==> src/rtl/xoodoo_rc_seq_if.sv <==
// Handshake bundle between the round-constant sequencer and the round controller.
// The controller drives start/short_i/adv; the sequencer returns constants and status.
interface xoodoo_rc_seq_if #(
  parameter int UNROLL = 1,
  parameter int RC_W   = 32
);
  logic                   start;
  logic                   short_i;
  logic                   adv;
  logic [UNROLL*RC_W-1:0] rc;
  logic                   valid;
  logic                   last;
  logic                   done;
  logic [3:0]             round_idx;

  modport master (
    output start, short_i, adv,
    input  rc, valid, last, done, round_idx
  );

  modport slave (
    input  start, short_i, adv,
    output rc, valid, last, done, round_idx
  );
endinterface

==> src/rtl/xoodoo_rc_seq.sv <==
// Xoodoo round-constant sequencer: UNROLL lanes per cycle over a 12- or 6-round schedule.
// start->valid and final adv->done take 1 cycle; adv=0 stalls indefinitely with outputs held.
module xoodoo_rc_seq #(
  parameter int UNROLL = 1,
  parameter int RC_W   = 32
) (
  input logic            clk,
  input logic            rst,
  xoodoo_rc_seq_if.slave bus
);
  typedef enum logic {IDLE, RUN} state_e;

  localparam logic [5:0] INIT_FULL  = 6'b011_011;
  localparam logic [5:0] INIT_SHORT = 6'b100_011;
  localparam logic [3:0] STEP       = 4'(UNROLL);
  localparam logic [3:0] LAST_FULL  = 4'(12 - UNROLL);
  localparam logic [3:0] LAST_SHORT = 4'(6 - UNROLL);

  generate
    if (UNROLL != 1 && UNROLL != 2 && UNROLL != 3 && UNROLL != 6) begin : g_bad_unroll
      $error("xoodoo_rc_seq: UNROLL must divide 6");
    end
    if (RC_W < 10) begin : g_bad_rc_w
      $error("xoodoo_rc_seq: RC_W must be at least 10");
    end
  endgenerate

  // si' = 3*si mod 7 as si + rotl(si) with end-around carry; qi is a 3-bit LFSR.
  function automatic logic [5:0] rc_step(input logic [5:0] s);
    logic [2:0] q;
    logic [2:0] si;
    logic [2:0] rot;
    logic [3:0] sum;
    q   = s[5:3];
    si  = s[2:0];
    rot = {si[1:0], si[2]};
    sum = {1'b0, si} + {1'b0, rot};
    return {q[1], q[0] ^ q[2], q[2], sum[2:0] + {2'b00, sum[3]}};
  endfunction

  function automatic logic [9:0] rc_lane(input logic [5:0] s);
    logic [9:0] base;
    base = {6'd0, 1'b1, s[5:3]};
    if (s[2:0] == 3'd0 || s[2:0] == 3'd7) return '0;
    return base << s[2:0];
  endfunction

  state_e     state_q, state_d;
  logic [5:0] qs_q, qs_d;
  logic [3:0] idx_q, idx_d;
  logic       short_q, short_d;
  logic       done_q, done_d;
  logic [5:0] qs_adv;
  logic       valid;
  logic       last;

  assign valid         = (state_q == RUN);
  assign last          = valid && (idx_q == (short_q ? LAST_SHORT : LAST_FULL));
  assign bus.valid     = valid;
  assign bus.last      = last;
  assign bus.done      = done_q;
  assign bus.round_idx = idx_q;

  // Lane k sees k chained steps; the state after all lanes is the next group's start.
  always_comb begin
    logic [5:0] s;
    bus.rc = '0;
    s      = qs_q;
    for (int k = 0; k < UNROLL; k++) begin
      if (valid) bus.rc[k*RC_W +: RC_W] = RC_W'(rc_lane(s));
      s = rc_step(s);
    end
    qs_adv = s;
  end

  always_comb begin
    state_d = state_q;
    qs_d    = qs_q;
    idx_d   = idx_q;
    short_d = short_q;
    done_d  = 1'b0;
    if (bus.start) begin
      state_d = RUN;
      qs_d    = bus.short_i ? INIT_SHORT : INIT_FULL;
      idx_d   = '0;
      short_d = bus.short_i;
    end else if (state_q == RUN && bus.adv) begin
      if (last) begin
        state_d = IDLE;
        idx_d   = '0;
        done_d  = 1'b1;
      end else begin
        qs_d  = qs_adv;
        idx_d = idx_q + STEP;
      end
    end
  end

  always_ff @(posedge clk or posedge rst) begin
    if (rst) begin
      state_q <= IDLE;
      qs_q    <= '0;
      idx_q   <= '0;
      short_q <= 1'b0;
      done_q  <= 1'b0;
    end else begin
      state_q <= state_d;
      qs_q    <= qs_d;
      idx_q   <= idx_d;
      short_q <= short_d;
      done_q  <= done_d;
    end
  end
endmodule
==> src/flat_wrapper.sv <==
// flat-port wrapper written by rule: the top's interface ports become plain ports
module xoodoo_rc_seq_flat 
#(
  parameter int UNROLL = 1,
  parameter int RC_W   = 32
)
  (clk, rst, bus_start, bus_short_i, bus_adv, bus_rc, bus_valid, bus_last, bus_done, bus_round_idx);
  xoodoo_rc_seq_if #(.UNROLL(UNROLL), .RC_W(RC_W)) bus_i ();
  input logic clk;
  input logic rst;
  input wire logic [$bits(bus_i.start)-1:0] bus_start;
  input wire logic [$bits(bus_i.short_i)-1:0] bus_short_i;
  input wire logic [$bits(bus_i.adv)-1:0] bus_adv;
  output wire logic [$bits(bus_i.rc)-1:0] bus_rc;
  output wire logic [$bits(bus_i.valid)-1:0] bus_valid;
  output wire logic [$bits(bus_i.last)-1:0] bus_last;
  output wire logic [$bits(bus_i.done)-1:0] bus_done;
  output wire logic [$bits(bus_i.round_idx)-1:0] bus_round_idx;
  assign bus_i.start = bus_start;
  assign bus_i.short_i = bus_short_i;
  assign bus_i.adv = bus_adv;
  assign bus_rc = bus_i.rc;
  assign bus_valid = bus_i.valid;
  assign bus_last = bus_i.last;
  assign bus_done = bus_i.done;
  assign bus_round_idx = bus_i.round_idx;
  xoodoo_rc_seq #(.UNROLL(UNROLL), .RC_W(RC_W)) u_core (.clk(clk), .rst(rst), .bus(bus_i));
endmodule
==> config.mk <==
export PLATFORM = sky130hd
export DESIGN_NAME = xoodoo_rc_seq_flat
export DESIGN_NICKNAME = d
export VERILOG_FILES = /design/src/rtl/xoodoo_rc_seq_if.sv /design/src/rtl/xoodoo_rc_seq.sv /design/src/flat_wrapper.sv
export SDC_FILE = /design/constraint.sdc
export NUM_CORES = 1
export LEC_CHECK = 0
export ABC_AREA = 0
export BUFFER_PORTS_ARGS = -buffer_cell sky130_fd_sc_hd__clkbuf_2
export CORE_ASPECT_RATIO = 0.5
export CORE_MARGIN = 3
export CORE_UTILIZATION = 44
export CTS_CLUSTER_SIZE = 28
export DETAILED_ROUTE_END_ITERATION = 6
export PLACE_DENSITY = 0.76
export SLEW_MARGIN = 30
export SYNTH_ARGS = -nofsm -noshare
export SYNTH_HDL_FRONTEND = slang
export SYNTH_SLANG_ARGS = --single-unit
==> constraint.sdc <==
create_clock -name clk -period 2.4 [get_ports clk]
set_input_delay 0.48 -clock clk [delete_from_list [all_inputs] [get_ports clk]]
set_output_delay 0.48 -clock clk [all_outputs]
set_load 0.02 [all_outputs]
# --- Word level (Yosys, flattened, before mapping) ---
# Cells that the tools add are included.
classes:
  n_mux: 19
  n_addsub: 3
  bitwise: 1
  shift: 1
  n_eq_ne: 3
  reduce_logical: 8
op_table:
  columns: ["operator", "count"]
  rows:
  - ["$mux 10", 3]
  - ["$mux 6", 4]
  - ["$mux 4", 4]
  - ["$shl 4x3->10", 1]
  - ["$mux 1", 8]
  - ["$add 3x3->4", 1]
  - ["$add 4x1->4 const B", 1]
  - ["$eq 4x4->1", 1]
  - ["$reduce_and 2->1", 2]
  - ["$reduce_bool 2->1", 2]
  - ["$add 3x1->3", 1]
  - ["$eq 3x3->1 const B", 1]
  - ["$logic_not 3->1", 1]
  - ["$logic_and 1x1->1", 2]
  - ["$ne 2x2->1 const B", 1]
  - ["$logic_or 1x1->1", 1]
  - ["$xor 1x1->1", 1]
word_totals:
  register_bits: 13
  output_inout_bits: 39

# --- Logic depth before layout (Yosys ltp) ---
depth:
  ltp_word: 6
  depth_mapped: 11
  ltp_nobuf: 10

# --- Worst setup path before layout ---
# OpenSTA, ideal clock, no wires.
synth_path:
  path_kind: "flip-flop to flip-flop"
  from: "reg u_core.qs_q[1]"
  to: "reg u_core.qs_q[2]"
  setup_slack_ns: -0.140
  setup_ns: 0.096
  stages_incl_launch_ff: 12
  required_time_ns: 2.304
  path_buffers: 1
  arrival_ns: 2.445
  path_cell_list: "dfrtp_1 clkbuf_1 inv_1 ha_1 a21o_1 a21o_1 ha_1 ha_1 xor2_1 xnor2_1 or4_1 o31ai_1"
synth_via:
  elab_chain_cells: 5
synth_rtl:
  columns: ["item", "line", "rtl"]
  rows:
  - ["start, declared", "xoodoo_rc_seq.sv:49", "logic [5:0] qs_q, qs_d;"]
  - ["start signal, assigned", "xoodoo_rc_seq.sv:108", "qs_q <= qs_d;"]
  - ["$add 3x3->4", "xoodoo_rc_seq.sv:37", "sum = {1'b0, si} + {1'b0, rot};"]
  - ["$add 3x1->3", "xoodoo_rc_seq.sv:38", "return {q[1], q[0] ^ q[2], q[2], sum[2:0] + {2'b00, sum[3]}};"]
  - ["$mux 6", "xoodoo_rc_seq.sv:88", "if (last) begin"]
  - ["$mux 6", "xoodoo_rc_seq.sv:87", "end else if (state_q == RUN && bus.adv) begin"]
  - ["$mux 6", "xoodoo_rc_seq.sv:82", "if (bus.start) begin"]
# Every way passes these cells. The select of a mux whose other input is x is not followed.
# A chain may end at the register's enable or synchronous reset.

# --- Worst setup path in the final report ---
layout_path:
  from: "reg u_core.qs_q[0]"
  to: "out bus_rc[6]"
layout_via:
  elab_chain_cells: 6
  elab_cells_between_ends: 8
layout_rtl:
  columns: ["item", "line", "rtl"]
  rows:
  - ["$eq 3x3->1 / $logic_not 3->1 (equally long branches)", "xoodoo_rc_seq.sv:44", "if (s[2:0] == 3'd0 || s[2:0] == 3'd7) return '0;"]
  - ["$logic_or 1x1->1", "xoodoo_rc_seq.sv:44", null]
  - ["$mux 1", "xoodoo_rc_seq.sv:44", null]
  - ["$mux 1", "xoodoo_rc_seq.sv:70", "if (valid) bus.rc[k*RC_W +: RC_W] = RC_W'(rc_lane(s));"]
  - ["$mux 10 *", "xoodoo_rc_seq.sv:45", "return base << s[2:0];"]
  - ["$mux 10 *", "xoodoo_rc_seq.sv:70", null]
  - ["end, declared", "flat_wrapper.sv:14", "output wire logic [$bits(bus_i.rc)-1:0] bus_rc;"]
# Mark *: on every way between the ends. The rest lies on a longest branch, timed or not. The select of a mux whose other input is x is not followed.

==> flow_metrics.env <==
export IMPL_num_antenna_cells=0
export IMPL_worst_pin_slew_ps=503
export IMPL_grt_pass1_wl_mm=3.96
export IMPL_holdBufCountCts=0
export IMPL_synth_cell_types=37
export IMPL_worstSkewPairLatency_ps=250
export IMPL_cp_arrival_ps=1840
export IMPL_synth_edf_count=0
export IMPL_power_density_nw_per_um2=959
export IMPL_crit_cells=6
export IMPL_layout_nets=168
export IMPL_drive_gt1_share_pct=26.6
export IMPL_nFillCells=218
export IMPL_switching_power_mw=0.548
export IMPL_ioPinCount=44
export IMPL_finalSetupTns_ps=0
export IMPL_cp_top_family="multiplexers"
export IMPL_die_width_um=78.2
export IMPL_post_dp_hpwl_mm=1.77
export IMPL_power_frac_seq_pct=23.4
export IMPL_slew_headroom_pct=66.4
export IMPL_initial_utilization_pct=48.9
export IMPL_register_area_um2=325
export IMPL_cts_tree="built"
export IMPL_grt_antenna_before_repair=0
export IMPL_core_area_um2=2340
export IMPL_rsz0062_at_grt="yes"
export IMPL_power_mw=1.23
export IMPL_yosys_warnings=0
export IMPL_multi_input_area_um2=718
export IMPL_grtUsageTotal_pct=15.3
export IMPL_viasPerCell=4.99
export IMPL_min_path_type="primary input to async pin"
export IMPL_path_buf_inv=2
export IMPL_cpPeakStageDelay_ps=420
export IMPL_finalCritPeriodShare_pct=96.5
export IMPL_synthCells=132
export IMPL_p_leak_nw=0.623
export IMPL_ant_nets=0
export IMPL_cts_sinks=13
export IMPL_synthArstFlopShare_pct=100
export IMPL_status="finished, final reports clean"
export IMPL_p_comb_share_pct=60.5
export IMPL_synth_flop_cell="dfrtp_1"
export IMPL_cts_root_buffer="clkbuf_8"
export IMPL_numCtsBuffers=3
export IMPL_max_freq_mhz=432
export IMPL_grt_max_degree=19
export IMPL_syn_to_final_growth_pct=12.2
export IMPL_start_kind="flip-flop"
export IMPL_drv_cap=0
export IMPL_synthTopCellsByArea="dfrtp_1, buf_4, ha_1"
export IMPL_vias=944
export IMPL_final_max_slew_violation_count=0
export IMPL_yosys_area_top_type_share_pct=28.4
export IMPL_path_cells="buf_4 > mux2_2 > mux2_2 > a22oi_1 > nor2b_1 > clkbuf_2"
export IMPL_cts_max_level=1
export IMPL_sw_frac_of_total_pct=44.4
export IMPL_setup_viol=0
export IMPL_fin_crit_ps=2320
export IMPL_ys_seq_area_share_pct=28.4
export IMPL_overflow=0
export IMPL_globalplace_congestion=0.840
export IMPL_drt_total_wl_mm=2.32
export IMPL_clock_skew_ps=3.20
export IMPL_clk_pin_slew_ps=60
export IMPL_power_frac_clock_pct=16.1
export IMPL_p_int_mw=0.686
export IMPL_crit_top_cell="mux2_2"
export IMPL_die_area_um2=3290
export IMPL_ys_ff_latch=13
export IMPL_cp_max_fo=9
export IMPL_grt_pass1_vias=850
export IMPL_cts_buffer_depth=2
export IMPL_peakVddDrop_uv=421
export IMPL_synth_most_common_cell="buf_4"
export IMPL_finalHoldViolCount=0
export IMPL_cp_required_ps=1920
export IMPL_drt_iter0_drc=27
export IMPL_rows=12
export IMPL_die_h_um=42.1
export IMPL_syn_area_um2=1150
export IMPL_first_pass_iters=4
export IMPL_postSynthAreaPerCell_um2=8.68
export IMPL_end_kind="output pin"
export IMPL_synthTopCellsByCount="buf_4, dfrtp_1, nor2_1"
export IMPL_io_buffers=21
export IMPL_wl_per_cell_um=12.3
export IMPL_crit_slowest_cell="dfrtp_1"
export IMPL_r2r_cells=10
export IMPL_crit_type="flip-flop to output pin"
export IMPL_drc=0
export IMPL_yosysTopAreaCell="dfrtp_1"
-- path summary, 6_finish.rpt --
kind	start	end	slack (ps)
worst max-delay path	u_core.qs_q[0]	bus_rc[6]	80
worst min-delay path	rst	u_core.bus.round_idx[0]	230
min in group clk	bus_short_i	u_core.qs_q[3]	480
worst min register to register	u_core.short_q	u_core.short_q	530
max in group asynchronous	rst	u_core.qs_q[2]	1830
worst max register to register	u_core.qs_q[0]	u_core.qs_q[2]	90
-- layout make-up --
cell class | count | share of cell area (%)
multi-input combinational | 107 | 55.8
sequential | 13 | 25.3
timing repair buffer | 25 | 10.5
clock buffer | 4 | 3.50
tap | 35 | 3.40
inverter | 5 | 1.46
-- metrics by stage --
step | hold slack (ps) | util (%) | setup WS (ps) | std cells | cell area [um^2]
after floorplan | 357 | - | 8.14 | 153 | 1240
after global placement | 513 | 51.5 | 170 | 184 | 1210
after detailed placement | 516 | 51.5 | 25.2 | 184 | 1210
after CTS | 245 | 53.4 | 12.1 | 188 | 1250
after global routing | 304 | 54.9 | -32.4 | 189 | 1290
final | 231 | 54.9 | 83.5 | 189 | 1290
-- cell usage in the layout, fill, tap and decap left out, drive strengths merged, types with 2 or more instances in the layout --
cell,n
a211o,2
a22oi,3
inv,5
and4bb,2
conb,22
nor2,11
clkbuf,25
a21o,3
dfrtp,13
mux2,4
ha,7
nor2b,4
a21oi,8
xor2,2
o21ai,6
buf,4
nand3,3
a31oi,3
nor3,5
nand2,7
xnor2,2
-- registers in the layout, indices dropped and copies added, names as in the netlist --
| register | count |
|---|---|
| u_core.bus.round_idx | 4 |
| u_core.bus.done | 1 |
| u_core.short_q | 1 |
| u_core.qs_q | 6 |
| u_core.bus.valid | 1 |
-- worst register-to-register path: cells and delay by family (launching register included) --
| kind | cells | cell delay (ps) |
|---|---|---|
| buffers and inverters | 1 | 110 |
| xor gates and xnor gates | 2 | 270 |
| AOI/OAI and AO/OA | 3 | 390 |
| adders and majority gates | 3 | 550 |
| DFF | 1 | 420 |
| and+or+nand+nor | 1 | 480 |
-- power by group through the flow --
stage	sequential, mW	combinational [mW]	clock [mW]
6_report	0.289	0.746	0.198
5_1_grt	0.294	0.844	0.215
4_1_cts	0.287	0.684	0.206
3_5_place_dp	0.290	0.682	0
3_3_place_gp	0.288	0.659	0
2_1_floorplan	0.288	0.545	0
-- metal layers --
layer  up-vias  track usage (%)  wire length, um
li1        464                -                -
met2        45             24.3             1000
met4         0             8.01               44
met3         4             4.51              215
met1       431             19.0             1050
met5         -                0                0
-- kinds of logic after synthesis --
kind of cell,Yosys count,synth area share [%]
other,1,0.327
AO/OA/AOI/OAI,30,17.9
XOR/XNOR,4,3.06
adder cells (fa/ha/maj),8,9.39
AND/OR/NAND/NOR,38,17.9
flip-flops,13,28.4
buffers and inverters,33,18.2
multiplexers,5,4.80
-- timing repair --
item	CTS	global route
endpoints found under the setup margin	0	2
buffers inserted	0	1
gates resized for setup	0	5
Note: power is estimated with default switching activity, not from simulation.
